**src/rtl/ifetch_pkg.sv**
```systemverilog
// ---------------------------------------------------------------------------
// ifetch_pkg
// Shared types and constants for the instruction prefetch buffer.
//   INSTR_W / ADDR_W : instruction and address widths
//   PC_STEP          : byte distance between consecutive instruction words
//   NOP_INSTR        : value presented on the instruction bus when idle
//   state_t          : fetch FSM encoding (RUN, FLUSH)
//   fifo_entry_t     : one buffered instruction with its PC
//   word_align()     : clears the byte-offset bits of an address
// ---------------------------------------------------------------------------
package ifetch_pkg;

  localparam int unsigned INSTR_W = 32;
  localparam int unsigned ADDR_W  = 32;

  localparam logic [ADDR_W-1:0]  PC_STEP   = 32'd4;
  localparam logic [INSTR_W-1:0] NOP_INSTR = 32'h0000_0000;

  typedef enum logic [0:0] {
    RUN   = 1'b0,
    FLUSH = 1'b1
  } state_t;

  typedef struct packed {
    logic [INSTR_W-1:0] instr;
    logic [ADDR_W-1:0]  pc;
  } fifo_entry_t;

  function automatic logic [ADDR_W-1:0] word_align(input logic [ADDR_W-1:0] addr);
    return addr & ~ADDR_W'(3);
  endfunction

endpackage

```
**src/rtl/ifb_fifo.sv**
```systemverilog
// ---------------------------------------------------------------------------
// ifb_fifo
// Small synchronous FIFO of fetched instructions. The head entry is read
// combinationally so decode sees it in the same cycle it becomes valid.
// DEPTH must be a power of two (pointers wrap naturally), at least 2.
// Ports:
//   clk, rst_n        : clock, asynchronous active-low reset
//   clear             : drop all entries (wins over push and pop)
//   push, push_data   : write one entry at the tail
//   pop               : remove the head entry
//   head              : current head entry
//   count, full, empty: occupancy status
// ---------------------------------------------------------------------------
module ifb_fifo
  import ifetch_pkg::*;
#(
  parameter int unsigned DEPTH = 4
) (
  input  logic                     clk,
  input  logic                     rst_n,
  input  logic                     clear,
  input  logic                     push,
  input  fifo_entry_t              push_data,
  input  logic                     pop,
  output fifo_entry_t              head,
  output logic [$clog2(DEPTH):0]   count,
  output logic                     full,
  output logic                     empty
);

  localparam int unsigned PTR_W = $clog2(DEPTH);
  localparam int unsigned CNT_W = PTR_W + 1;

  fifo_entry_t      mem [DEPTH];
  logic [PTR_W-1:0] wr_ptr_reg, rd_ptr_reg;
  logic [CNT_W-1:0] count_reg;
  logic             wr_en, rd_en;

  assign full  = (count_reg == CNT_W'(DEPTH));
  assign empty = (count_reg == '0);
  assign count = count_reg;
  assign head  = mem[rd_ptr_reg];

  assign wr_en = push && !full && !clear;
  assign rd_en = pop && !empty && !clear;

  // Storage carries no reset; only pointers and occupancy need one.
  always_ff @(posedge clk) begin
    if (wr_en) begin
      mem[wr_ptr_reg] <= push_data;
    end
  end

  always_ff @(posedge clk or negedge rst_n) begin
    if (!rst_n) begin
      wr_ptr_reg <= '0;
      rd_ptr_reg <= '0;
      count_reg  <= '0;
    end else if (clear) begin
      wr_ptr_reg <= '0;
      rd_ptr_reg <= '0;
      count_reg  <= '0;
    end else begin
      wr_ptr_reg <= wr_ptr_reg + PTR_W'(wr_en);
      rd_ptr_reg <= rd_ptr_reg + PTR_W'(rd_en);
      count_reg  <= count_reg + CNT_W'(wr_en) - CNT_W'(rd_en);
    end
  end

endmodule

```
**src/rtl/instr_prefetch_buffer.sv**
```systemverilog
// ---------------------------------------------------------------------------
// instr_prefetch_buffer
// Fetch stage in front of the CPU datapath. Owns the fetch PC, issues word
// requests to a variable-latency instruction memory, buffers returned words
// with their PCs and hands them to decode over valid/ready. A redirect
// flushes buffered and in-flight fetches and restarts at the target.
//
// Optional feature (macro PREFETCH_BYPASS_EN): when the FIFO is empty and a
// live response arrives, it is presented to decode combinationally in the
// same cycle; it is pushed only if decode does not take it.
//
// Parameters: DEPTH (FIFO entries and credit cap, power of two >= 2),
//             RESET_PC (first fetch address).
// Ports:
//   clk_i, rst_i                  : clock, asynchronous active-low reset
//   imem_req_o/addr_o/gnt_i       : request channel to instruction memory
//   imem_rvalid_i/rdata_i         : in-order response channel
//   instr_valid_o/instr_o/
//   instr_pc_o/pc_plus4_o/
//   instr_ready_i                 : handshake to decode
//   redirect_i/redirect_pc_i      : flush and restart fetch
// ---------------------------------------------------------------------------
module instr_prefetch_buffer
  import ifetch_pkg::*;
#(
  parameter int unsigned       DEPTH    = 4,
  parameter logic [ADDR_W-1:0] RESET_PC = 32'h0000_0000
) (
  input  logic               clk_i,
  input  logic               rst_i,
  output logic               imem_req_o,
  output logic [ADDR_W-1:0]  imem_addr_o,
  input  logic               imem_gnt_i,
  input  logic               imem_rvalid_i,
  input  logic [INSTR_W-1:0] imem_rdata_i,
  output logic               instr_valid_o,
  output logic [INSTR_W-1:0] instr_o,
  output logic [ADDR_W-1:0]  instr_pc_o,
  output logic [ADDR_W-1:0]  pc_plus4_o,
  input  logic               instr_ready_i,
  input  logic               redirect_i,
  input  logic [ADDR_W-1:0]  redirect_pc_i
);

  localparam int unsigned       CNT_W        = $clog2(DEPTH) + 1;
  localparam logic [CNT_W:0]    CREDIT_LIMIT = (CNT_W + 1)'(DEPTH);
  localparam logic [ADDR_W-1:0] START_PC     = word_align(RESET_PC);

  state_t            state_reg, state_next;
  logic              req_en_reg;
  logic [ADDR_W-1:0] fetch_pc_reg, fetch_pc_next;
  logic [ADDR_W-1:0] resp_pc_reg, resp_pc_next;
  logic [CNT_W-1:0]  outstanding_reg, outstanding_next;
  logic [CNT_W-1:0]  discard_reg, discard_next;

  logic [CNT_W-1:0]  fifo_count;
  logic              fifo_full, fifo_empty, fifo_push, fifo_pop;
  fifo_entry_t       fifo_head, push_entry, out_entry;

  logic [CNT_W:0]    credit_used;
  logic              grant, resp_ok, resp_accept, bypass_hit;

  // Buffered plus in-flight words never exceed DEPTH, so every accepted
  // response is guaranteed a FIFO slot.
  assign credit_used = {1'b0, fifo_count} + {1'b0, outstanding_reg};

  // req_en_reg holds off the first request until one clock after reset
  // release.
  assign imem_req_o  = req_en_reg && (state_reg == RUN) && (credit_used < CREDIT_LIMIT);
  assign imem_addr_o = fetch_pc_reg;
  assign grant       = imem_req_o && imem_gnt_i;

  // A response with nothing outstanding cannot belong to us; ignoring it
  // keeps the counters from wrapping.
  assign resp_ok     = imem_rvalid_i && (outstanding_reg != '0);
  assign resp_accept = resp_ok && (discard_reg == '0);

`ifdef PREFETCH_BYPASS_EN
  assign bypass_hit = resp_accept && fifo_empty;
`else
  assign bypass_hit = 1'b0;
`endif

  assign push_entry = '{instr: imem_rdata_i, pc: resp_pc_reg};

  // Redirect wins over a same-cycle push; a bypassed word taken by decode
  // never enters the FIFO.
  assign fifo_push = resp_accept && !redirect_i && !(bypass_hit && instr_ready_i);
  assign fifo_pop  = !fifo_empty && instr_ready_i;

  ifb_fifo #(
    .DEPTH (DEPTH)
  ) u_fifo (
    .clk       (clk_i),
    .rst_n     (rst_i),
    .clear     (redirect_i),
    .push      (fifo_push),
    .push_data (push_entry),
    .pop       (fifo_pop),
    .head      (fifo_head),
    .count     (fifo_count),
    .full      (fifo_full),
    .empty     (fifo_empty)
  );

  // Idle outputs are forced to a known value rather than exposing stale RAM.
  always_comb begin
    out_entry = '{instr: NOP_INSTR, pc: '0};
    if (!fifo_empty) begin
      out_entry = fifo_head;
    end else if (bypass_hit) begin
      out_entry = push_entry;
    end
  end

  assign instr_valid_o = !fifo_empty || bypass_hit;
  assign instr_o       = out_entry.instr;
  assign instr_pc_o    = out_entry.pc;
  assign pc_plus4_o    = out_entry.pc + PC_STEP;

  always_comb begin
    state_next       = state_reg;
    fetch_pc_next    = fetch_pc_reg;
    resp_pc_next     = resp_pc_reg;
    discard_next     = discard_reg;
    outstanding_next = outstanding_reg + CNT_W'(grant) - CNT_W'(resp_ok);

    if (grant) begin
      fetch_pc_next = fetch_pc_reg + PC_STEP;
    end
    if (resp_accept) begin
      resp_pc_next = resp_pc_reg + PC_STEP;
    end
    if (resp_ok && (discard_reg != '0)) begin
      discard_next = discard_reg - CNT_W'(1);
    end
    if ((state_reg == FLUSH) && (discard_next == '0)) begin
      state_next = RUN;
    end

    // Every request still in flight after this edge (including a same-cycle
    // grant) belongs to the old path. During FLUSH all outstanding requests
    // are already marked for discard, so the outstanding count is also the
    // accumulated discard total.
    if (redirect_i) begin
      fetch_pc_next = word_align(redirect_pc_i);
      resp_pc_next  = word_align(redirect_pc_i);
      discard_next  = outstanding_next;
      state_next    = (outstanding_next != '0) ? FLUSH : RUN;
    end
  end

  always_ff @(posedge clk_i or negedge rst_i) begin
    if (!rst_i) begin
      state_reg       <= RUN;
      req_en_reg      <= 1'b0;
      fetch_pc_reg    <= START_PC;
      resp_pc_reg     <= START_PC;
      outstanding_reg <= '0;
      discard_reg     <= '0;
    end else begin
      state_reg       <= state_next;
      req_en_reg      <= 1'b1;
      fetch_pc_reg    <= fetch_pc_next;
      resp_pc_reg     <= resp_pc_next;
      outstanding_reg <= outstanding_next;
      discard_reg     <= discard_next;
    end
  end

  a_no_overflow: assert property (@(posedge clk_i) disable iff (!rst_i)
    !(fifo_push && fifo_full));

endmodule

```
**config.mk**
```make
export PLATFORM = sky130hd
export DESIGN_NAME = instr_prefetch_buffer
export DESIGN_NICKNAME = d
export VERILOG_FILES = /design/src/rtl/ifetch_pkg.sv /design/src/rtl/ifb_fifo.sv /design/src/rtl/instr_prefetch_buffer.sv
export SDC_FILE = /design/constraint.sdc
export NUM_CORES = 1
export LEC_CHECK = 0
export ABC_AREA = 1
export ABC_CLOCK_PERIOD_IN_PS = 5740
export CAP_MARGIN = 10
export CORE_ASPECT_RATIO = 0.9
export CORE_MARGIN = 4
export CORE_UTILIZATION = 56
export DETAILED_ROUTE_END_ITERATION = 10
export PLACE_DENSITY = 0.84
export SYNTH_ARGS = -nofsm -noshare
export SYNTH_HDL_FRONTEND = slang
export SYNTH_HIERARCHICAL = 1
export SYNTH_SLANG_ARGS = --single-unit
```
**constraint.sdc**
```tcl
create_clock -name clk_i -period 5.74 [get_ports clk_i]
set_input_delay 0.574 -clock clk_i [delete_from_list [all_inputs] [get_ports clk_i]]
set_output_delay 0.574 -clock clk_i [all_outputs]
set_load 0.05 [all_outputs]
```
Word level (Yosys, flattened, before mapping)
Memory sizes are Yosys's and may differ from the RTL's.
Cells that the tools add are included.
- register bits: 79
- latch bits: 0
- memory bits (writable): 256
- bits in read-only memories: 0
- input bits: 70
- output and inout bits: 130
- word-level logic and storage cells: 64
- memories kept: 1
- $add $sub $neg: 11
- multipliers: 0
- divide/modulo/power cells: 0
- order comparisons: 1
- equality and inequality tests: 1
- shift operators: 0
- muxes and demuxes: 15
- bitwise gates (word level): 1
- reductions and logical operators: 25
- memories (memory ; words ; bits a word ; read ports ; clocked after Yosys merged registers in ; wr ports ; line ; text):
    u_fifo.mem ; 4 ; 64 ; 1 ; 0 ; 1 ; ifb_fifo.sv:34 ; fifo_entry_t mem [DEPTH];
- operator list (kind ; number):
    32-bit two-way mux ; 4
    32-bit by 3-bit adder with 32-bit output, second input constant ; 3
    64-bit two-way mux ; 1
    1-bit logical AND ; 13
    3-bit logical NOT ; 3
    3-bit two-way mux ; 3
    3-bit nonzero test ; 3
    3-bit by 1-bit adder with 3-bit output ; 2
    2-bit nonzero test ; 3
    3-bit by 1-bit subtractor with 3-bit output ; 2
    1-bit two-way mux ; 5
    2-bit by 1-bit adder with 2-bit output ; 2
    3-bit by 3-bit adder with 4-bit output ; 1
    4-bit by 3-bit < comparator with 1-bit output, second input constant ; 1
    2-bit two-way mux ; 2
    3-bit equality test, second input constant ; 1
    1-bit logical NOT ; 3
    3-bit by 1-bit subtractor with 3-bit output, second input constant ; 1
    1-bit NOT ; 1

Depth between registers and ports, before layout
- depth after elaboration: 9
- gate-level depth with buffers: 18
- depth with buffers taken out: 17

Cells and area by module
Netlist, hierarchy kept.
- modules (own cells, without submodules) (module ; times used ; cells each ; area each (µm²) ; seq. area each (µm²)):
    ifb_fifo ; 1 ; 799 ; 10401.2 ; 7862.5
    instr_prefetch_buffer ; 1 ; 1001 ; 6058.3 ; 1701.6

Least setup slack after synthesis
OpenSTA, ideal clock, no wires.
- path type: input-to-reg
- from: input port redirect_i
- to: memory u_fifo/mem[0][0] (netlist bit) (enable)
- library setup time: 0.487 ns
- arrival: 4.381 ns
- required time: 5.253 ns
- slack: 0.873 ns
- stages: 9
- path buffers: 2
- cell sequence: buf_2 > inv_1 > nand4_1 > clkinv_1 > buf_2 > inv_1 > nor2_1 > o21ai_1 > nor2_1
- word-level cells in the longest chain between the ends: 6
- RTL lines (element ; line ; text):
    start, declared ; instr_prefetch_buffer.sv:41 ; input logic redirect_i,
    1-bit logical NOT ; instr_prefetch_buffer.sv:88 ; assign fifo_push = resp_accept && !redirect_i && !(bypass_hit && instr_ready_i);
    1-bit logical AND ; instr_prefetch_buffer.sv:88 ;
    net fifo_push ; instr_prefetch_buffer.sv:57 ; logic fifo_full, fifo_empty, fifo_push, fifo_pop;
    1-bit logical AND (2 in series) ; ifb_fifo.sv:44 ; assign wr_en = push && !full && !clear;
    1-bit two-way mux ; ifb_fifo.sv:49 ; if (wr_en) begin
    1-bit two-way mux (implied by the code) ; ifb_fifo.sv:50 ; mem[wr_ptr_reg] <= push_data;
    end, declared ; ifb_fifo.sv:34 ;
The timed path passes the listed nets, and every way through them passes these cells.

==> summary.txt <==
Power
  • Net Sw Power: 0.00178 W
  • Reg power frac: 0.481
  • Net Sw Frac: 0.288
  • Maximum vdd drop: 0.000168 V
  • Pwr Total: 0.00617 W
  • LEAKAGE: 7.93 nW
  • Clk pwr share: 0.352
  • Comb power frac: 0.166
  • Pint: 0.00440 W
  • Power density over the cells: 312 nW/um^2

Clock tree
  • Clk buf depth: 3
  • Clk_lat worst skew: 0.52 ns
  • Root buffer cell: clkbuf_16
  • CTS tree: done
  • Cts hold-fix bufs: 0
  • Num CTS Buffers: 34
  • Post-CTS resize count: 0
  • Htree depth: 2
  • Clock Pin Slew Worst Setup and Hold Paths: 0.06 ns
  • Setup repair bufs after CTS: 0
  • CTS Sinks: 331

Logic synthesis
  • Yosys warns: 6
  • Mapped Cells: 1,799
  • Mapped Area: 16,500 um^2
  • Synthesized area per cell: 9.15 um^2

Die
  • FP Rows: 59
  • Die area: 32,200 um^2
  • Num ports: 200
  • Core ar.: 28,900 um^2
  • Die Width: 189 um
  • Die H: 171 um
  • Initial Util: 0.569

Timing
  • Clock Skews: 0.0141 ns
  • Worst slew pin tran: 1.02 ns
  • Final hold vios: 0
  • Max Freq: 0.204 GHz
  • Final worst path period need: 4.90 ns
  • Max-slew violations: 0
  • Unrepaired setup endpoints after global routing: false
  • Endpoints failing setup: 0
  • Relative slew slack: 0.320
  • Period Utilization, post-route: 0.854
  • Final setup TNS: 0 ns

Critical path
  • Critical Path Start Type: flip-flop
  • Worst Path Max Fanout: 63
  • CP endpoint kind: primary output
  • Worst setup path class: flip-flop to primary output
  • Critical Path RT: 5.17 ns
  • Worst Path Arrival: 4.33 ns

Detailed routing
  • Total Wirelength: 40,100 um
  • Router iterations before antenna repair: 5
  • DR iter-0 viols: 1,232
  • Antenna viol nets, final: 0
  • Vias per std cell: 5.35
  • Via count: 12,900
  • DR WL/cell: 16.7 um
  • DRC: 0

Global routing
  • First-pass GRT wire length: 63,100 um
  • Vias in the first global route: 12,200
  • Antenna violations before repair: 0
  • Grt ovf: 0
  • Largest net degree at the start of global routing: 85
  • Total GRT Usage: 0.244

Finish
  • Layout cell share with drive strength beyond 1: 0.0463
  • N_diodes: 0
  • Max reg flops: 256
  • FF+latch area: 9570 um^2
  • Area growth syn-to-layout: 20.3%
  • Final instance area: 19,800 um^2
  • Layout fillers: 2,145
  • Nets: 2,069
  • Area of the multi-input gates: 5530 um^2
  • Core Util, Final: 0.684

Place
  • I/O Buffers: 195
  • Dpl cell area: 18,700 um^2
  • Detailed Place HPWL: 26,700 um
  • RePlAce Congestion: 0.902

Run status
  • Status: complete, no violations

Hold path
  • Hold WC Path Type: primary input to asynchronous set/reset pin

Job
  • Max-cap viol count: 0
## per-stage QoR
step	hold WS (ns)	setup WS, ns	instances
after detailed placement	0.515	1.50	2344
after CTS	0.138	0.897	2406
final	0.125	0.840	2406
after global routing	0.177	0.660	2406
after floorplan	0.278	0.873	1808
after global placement	0.499	1.51	2344
## layout by cell type (no fill, tap or decap), types with 11 or more instances in the layout
cell and count:
nand2_1 468, inv_1 282, edfxtp_1 256, clkdlybuf4s50_1 193, nor2_1 178, nand3_1 90
o21ai_0 78, dfrtp_1 73, o211ai_1 72, a21oi_1 71, xor2_1 34, clkbuf_16 34
xnor2_1 20, nand4_1 15, o21ai_1 15, ha_1 13, buf_4 13, nor2_2 11
conb_1 11
## metal layers
metal / vias up / GRT usage / share of wire
met5: - / 0 / 0
met4: 0 / 0.0589 / 0.015
met3: 39 / 0.0349 / 0.078
met2: 549 / 0.414 / 0.48
met1: 6068 / 0.338 / 0.42
li1: 6209 / - / -
## power by group through the flow
| stage | registers, W | clock network (W) | logic (W) |
|---|---|---|---|
| finish | 0.00297 | 0.00217 | 0.00103 |
| CTS | 0.00296 | 0.00220 | 0.00103 |
| detailed placement | 0.00301 | 0 | 0.00102 |
| floorplan | 0.00305 | 0 | 0.000592 |
| global route | 0.00299 | 0.00231 | 0.00112 |
| global placement | 0.00299 | 0 | 0.000991 |
## final cells by class
type                            count  share of cell area
Inverter                          284              0.0539
Clock buffer                       44              0.0449
Clock inverter                     18              0.0102
Tap cell                          396              0.0250
Multi-Input combinational cell   1125               0.279
Sequential cell                   331               0.484
Timing Repair Buffer              208               0.103
## critical path, cell delays in order (launching register included)
cell	delay, ns
dfrtp_4	0.87
o211ai_1	0.19
nand2_1	0.15
inv_1	0.06
nor2_1	0.29
ha_1	0.37
nand3_1	0.27
nor2_1	0.36
nand4_1	0.22
xnor2_1	0.18
clkdlybuf4s50_1	0.83
## final timing paths
| check | from | slack, ns | end | depth (start not counted) |
|---|---|---|---|---|
| setup / recovery | u_fifo/rd_ptr_reg[1]$_DFF_PN0_ | 0.84 | pc_plus4_o[24] | 10 |
| hold / removal | rst_i | 0.12 | imem_addr_o[21]$_DFFE_PN0N_ | 1 |
| min in group clk_i | u_fifo/wr_ptr_reg[1]$_DFF_PN0_ | 0.55 | u_fifo/wr_ptr_reg[1]$_DFF_PN0_ | 1 |
| hold reg to reg | u_fifo/wr_ptr_reg[1]$_DFF_PN0_ | 0.55 | u_fifo/wr_ptr_reg[1]$_DFF_PN0_ | 1 |
| setup reg to reg | outstanding_reg[1]$_DFF_PN0_ | 2.77 | u_fifo/mem[2][24]$_DFFE_PP_ | 12 |
| max in group asynchronous | rst_i | 4.49 | u_fifo/rd_ptr_reg[1]$_DFF_PN0_ | 2 |
Note: power is estimated with default switching activity, not from simulation.
